### src/rtl/debouncer_multi.sv
// Multi-channel push-button debouncer: per-channel synchroniser and stability
// counter driving a clean level plus one-cycle press/release pulses.

module debouncer_lane #(
    parameter int STABLE_CYCLES = 7,
    parameter int SYNC_STAGES   = 2,
    parameter int ACTIVE_LOW    = 0
) (
    input  logic clk,
    input  logic rst_n,
    input  logic tick,
    input  logic pin,
    output logic level,
    output logic press,
    output logic rel
);
    localparam int CNT_W = $clog2(STABLE_CYCLES + 1);
    localparam logic [CNT_W-1:0] CNT_LAST = CNT_W'(STABLE_CYCLES - 1);
    localparam logic POL = (ACTIVE_LOW != 0);

    logic [SYNC_STAGES-1:0] sync_q, sync_d;
    logic [CNT_W-1:0]       cnt_q, cnt_d;
    logic                   level_q, level_d;
    logic                   press_q, press_d;
    logic                   rel_q, rel_d;
    logic                   s;

    assign s = sync_q[SYNC_STAGES-1];

    // Any agreement with the current level discards the partial count, tick or not.
    always_comb begin
        sync_d  = {sync_q[SYNC_STAGES-2:0], pin ^ POL};
        cnt_d   = cnt_q;
        level_d = level_q;
        press_d = 1'b0;
        rel_d   = 1'b0;
        if (s == level_q) begin
            cnt_d = '0;
        end else if (tick) begin
            if (cnt_q == CNT_LAST) begin
                level_d = s;
                cnt_d   = '0;
                press_d = s;
                rel_d   = ~s;
            end else begin
                cnt_d = cnt_q + CNT_W'(1);
            end
        end
    end

    always_ff @(posedge clk or negedge rst_n) begin
        if (!rst_n) begin
            sync_q  <= '0;
            cnt_q   <= '0;
            level_q <= 1'b0;
            press_q <= 1'b0;
            rel_q   <= 1'b0;
        end else begin
            sync_q  <= sync_d;
            cnt_q   <= cnt_d;
            level_q <= level_d;
            press_q <= press_d;
            rel_q   <= rel_d;
        end
    end

    assign level = level_q;
    assign press = press_q;
    assign rel   = rel_q;
endmodule

module debouncer_multi #(
    parameter int CHANNELS      = 4,
    parameter int STABLE_CYCLES = 7,
    parameter int SYNC_STAGES   = 2,
    parameter int ACTIVE_LOW    = 0
) (
    input  logic                clk,
    input  logic                reset,
    input  logic                tick,
    input  logic [CHANNELS-1:0] button,
    output logic [CHANNELS-1:0] level,
    output logic [CHANNELS-1:0] press,
    // "release" is a reserved word, hence the suffix.
    output logic [CHANNELS-1:0] release_o
);
    for (genvar i = 0; i < CHANNELS; i++) begin : g_lane
        debouncer_lane #(
            .STABLE_CYCLES(STABLE_CYCLES),
            .SYNC_STAGES  (SYNC_STAGES),
            .ACTIVE_LOW   (ACTIVE_LOW)
        ) u_lane (
            .clk  (clk),
            .rst_n(reset),
            .tick (tick),
            .pin  (button[i]),
            .level(level[i]),
            .press(press[i]),
            .rel  (release_o[i])
        );
    end
endmodule

### config.mk
export PLATFORM = sky130hd
export DESIGN_NAME = debouncer_multi
export DESIGN_NICKNAME = d
export VERILOG_FILES = /design/src/rtl/debouncer_multi.sv
export SDC_FILE = /design/constraint.sdc
export NUM_CORES = 1
export LEC_CHECK = 0
export ABC_AREA = 1
export ABC_CLOCK_PERIOD_IN_PS = 1300
export BUFFER_PORTS_ARGS = -buffer_cell sky130_fd_sc_hd__clkbuf_2
export CAP_MARGIN = 20
export CORE_UTILIZATION = 30
export DETAILED_ROUTE_END_ITERATION = 8
export PLACE_DENSITY = 0.44
export SLEW_MARGIN = 20
export SYNTH_ARGS = -nofsm -noshare
export SYNTH_HDL_FRONTEND = slang
export SYNTH_SLANG_ARGS = --single-unit
### constraint.sdc
create_clock -name clk -period 1.3 [get_ports clk]
set_clock_uncertainty 0.05 [all_clocks]
set_input_delay 0.195 -clock clk [delete_from_list [all_inputs] [get_ports clk]]
set_output_delay 0.195 -clock clk [all_outputs]
set_load 0.05 [all_outputs]
# Word level (Yosys, flattened, before mapping)
# Index checks and enable logic that the tools add are counted.
word_totals:
  reg_bits: 32
  in_bits: 7
  out_inout_bits: 12
  word_cells: 84
op_classes:
  add_sub_neg: 4
  n_eq_ne: 8
  muxes: 36
  bitwise_logic: 8
  n_reduce_logical: 8
ops:
  columns: ["operator", "n"]
  rows:
  - ["two-way mux 3 bit", 12]
  - ["two-way mux 1 bit", 24]
  - ["adder 3 x 1 -> 3 bit, second input constant", 4]
  - ["equality test 3 bit, second input constant", 4]
  - ["AND reduction 3 bit", 4]
  - ["inverter 1 bit", 8]
  - ["nonzero test 2 bit", 4]
  - ["equality test 1 bit", 4]

# Logic depth before layout (Yosys ltp)
depth:
  word_depth: 4
  mapped_depth: 6
  depth_no_buf: 6

# Cells and area by module
# Synthesis repeated with hierarchy kept, for this count alone.
hier_totals:
  hier_cells: 172
  hier_area_um2: 1396.3
modules_own_cells:
  columns: ["mod", "n_inst", "cells_per_inst", "area_each_um2", "seq_area_each_um2"]
  rows:
  - ["debouncer_lane", 4, 43, 349.1, 200.2]

# Worst setup path after synthesis
# No wires, ideal clock.
synth_path:
  kind: "register -> register"
  startpoint: "register g_lane[3].u_lane.level_q"
  endpoint: "register g_lane[3].u_lane.level_q"
  setup_ns: 0.118
  t_arrival_ns: 0.782
  path_slack_ns: 0.349
  path_stages_with_launch: 7
  n_path_buf: 0
  synth_period_minus_slack_ns: 0.951
  cell_sequence: "dfrtp_1 -> inv_1 -> nand2_1 -> nand2_2 -> nand3_1 -> nand2_1 -> nand2_1"
synth_via:
  elab_chain_len: 3
synth_lines:
  columns: ["item", "line_no", "text"]
  rows:
  - ["start: declaration", "23", "logic level_q, level_d;"]
  - ["start signal: assignment", "61", "level_q <= level_d;"]
  - ["equality test 1 bit", "37", "if (s == level_q) begin"]
  - ["inverter 1 bit (no source line)", null, null]
  - ["AND reduction 3 bit (no source line)", null, null]
# Every way passes these cells.
# A chain may end at the register's enable or synchronous reset.

# Final worst setup path
layout_path:
  startpoint: "register g_lane[2].u_lane.level_q"
  endpoint: "output level[2]"
layout_rtl:
  columns: ["item", "line_no", "text"]
  rows:
  - ["start: declaration", "23", null]
  - ["start signal: assignment", "61", null]
  - ["end: declaration", "82", "output logic [CHANNELS-1:0] level,"]
# No word-level cell between the ends.

==> out/summary.txt <==
Status = finished, final reports clean
Clock buffer depth = 2
First-iteration detailed-routing DRC count = 57
HP Start = tick
DRC = 0
Width of the die = 72.54 um
#FFs+latches synth = 32
Share of layout cells above drive strength 1 = 22.61%
CP Buf/Inv Count = 1
F_max = 791.1 MHz
Pin count of the biggest net entering global routing = 33
Mean Syn Cell Area = 8.339 um^2
Slew HR = 72.47%
CTS H-tree lvls = 2
Setup crit end kind = primary output
Pleak = 0.9745 nW
Yosys warns = 0
Die area = 5261 um^2
Crit path launch = g_lane[2].u_lane.level
Core Region = 4755 um^2
Clock Tree Root = clkbuf_8
Detail Placement HPWL = 1.810 mm
P per Cell Area = 1176 nW/um^2
R2R cell count = 6
# placed instances = 253
Vias = 1125
Critical path class = reg2out
Seq/Total Area, Yosys = 53.65%
IO Port Bufs = 18
Most frequent cells in the layout = nand2_1 (67), dfrtp_1 (32), inv_1 (17), clkbuf_2 (17), nor2_1 (11)
Crit path DAT = 1020 ps
Die Y = 72.54 um
Cell Chain, Critical Path = clkbuf_2
Crit Path Max Fanout = 5
Slew at the pin closest to its max-slew limit = 412.9 ps
Smallest hold slack = 281.1 ps
Critical-path top delay cell = dfrtp_1
Syn Inst Count = 179
WP depth = 1
Reg2Reg Setup Slack = 260 ps
Period Utilization, post-route = 97.23%
# IOs = 19
CP delay by family, top = flip-flops
CP peak stage delay = 430 ps
Synth Net Count = 186
Routability cong. = 0.7110
Hold path cells = 3
Worst hold path type = in2reg
Final Hold Fails = 0
Final nets = 205
GR Layer Usage met1 = 12.00%
Worst Path Required = 1050 ps
Vias in the first global route = 1033
Area Growth Syn to Fin = 15.00%
Commonest non-fill, non-tap cell in the layout = nand2_1
Total power draw = 2.018 mW
Most Crowded Layer GR = met2
Placed Instance Area = 1577 um^2
Reg clk slew, reported paths = 70 ps
CTS tree = built
Max VDD drop = 0.0003337 V
Rows = 25
Mapped cell area = 1493 um^2
Initial antenna violation count = 0
Worst reg2reg path endpoint = g_lane[3].u_lane.level
Routed wire length = 2.581 mm
ANT nets after route = 0
Grt total ovfl = 0
Met3 Resource Use GR = 2.917%
Post-CTS setup repair buffer count = 0
Post-route cell area = 1717 um^2
Met2 GRT Util = 18.17%
Setup TNS Final = 0 ps
Initial core utilization = 31.39%
Library cells used by synthesis = 13
Global-route wire length before repair = 4.271 mm
Worst r2r src = g_lane[3].u_lane.level
Cts bufs inserted = 5
# diodes = 0
Final number of max-transition violations = 0
Routed len/inst = 9.703 um
RSZ-0062 raised after global routing = false
Final Setup Violations = 0
Clk_lat worst skew = 280 ps
Max-cap violations = 0
CP startpoint kind = register
Avg Vias per Cell = 4.229
Hold path endpoint = g_lane[2].u_lane.cnt_q[2]
Sink Count = 32
Total Routing Usage GR = 10.91%
Final Instance Count excl. Fillers = 266
Tmin final = 1264 ps
Initial DRT Pass Iterations = 4
synth_stat cells:
cell type	count	area (um^2)
nand2_1	67	251.5
dfrtp_1	32	800.8
inv_1	17	63.81
buf_4	12	90.09
nor2_1	11	41.29
nand4_1	10	62.56
nand3_1	6	30.03
nor2_2	6	37.54
inv_2	5	18.77
nand2_2	5	31.28
a21oi_1	4	20.02
buf_6	2	22.52
nor2_4	2	22.52
stage by stage:
stage | setup slack, ps | util [%]
detailed placement | 274.3 | 33.16
global placement | 290.0 | 33.16
global route | 5.907 | 36.11
CTS | 29.01 | 36.11
floorplan | 349.2 | -
finish | 35.97 | 36.11
report_power, final:
part,switching (mW),internal [mW],total [mW]
Sequential,0.0369,1.03,1.07
Clock,0.356,0.431,0.788
Combinational,0.103,0.0592,0.162
how the worst max path moves through the flow:
stage / to / slack (ps)
floorplan: g_lane[3].u_lane.level / 350
global placement: g_lane[1].u_lane.level / 290
detailed placement: g_lane[3].u_lane.level / 270
CTS: level[0] / 30
global route: level[2] / 6
finish: level[2] / 40
state kept, by name, indices dropped and copies added (netlist names):
register	count
g_lane.u_lane.rel	4
g_lane.u_lane.cnt_q	12
g_lane.u_lane.level	4
g_lane.u_lane.sync_q	8
g_lane.u_lane.press	4
cell families after synthesis:
| family | Yosys count | synth area share, % |
|---|---|---|
| AOI/OAI and AO/OA | 4 | 1.341 |
| DFF | 32 | 53.65 |
| buffers and inverters | 36 | 13.08 |
| and+or+nand+nor | 107 | 31.94 |
routing by layer:
| layer | routed length, um | vias up |
|---|---|---|
| met2 | 1274 | 18 |
| met4 | 79 | 0 |
| met5 | 0 | - |
| met1 | 1152 | 526 |
| li1 | - | 573 |
| met3 | 75 | 8 |
area by class of cell:
class                           instances  area (um^2)
Tap cell                               67        83.83
Inverter                               22        82.58
Clock buffer                            8        90.09
Multi-Input combinational cell        111        496.7
Timing Repair Buffer                   26        162.7
Fill cell                             504         3038
Sequential cell                        32        800.8
what timing repair did:
item,CTS,global route
hold endpoints to repair,36,0
endpoints found under the setup margin,0,1
hold buffers,5,0
gates resized for setup,0,1
(Power assumes the default switching activity.)
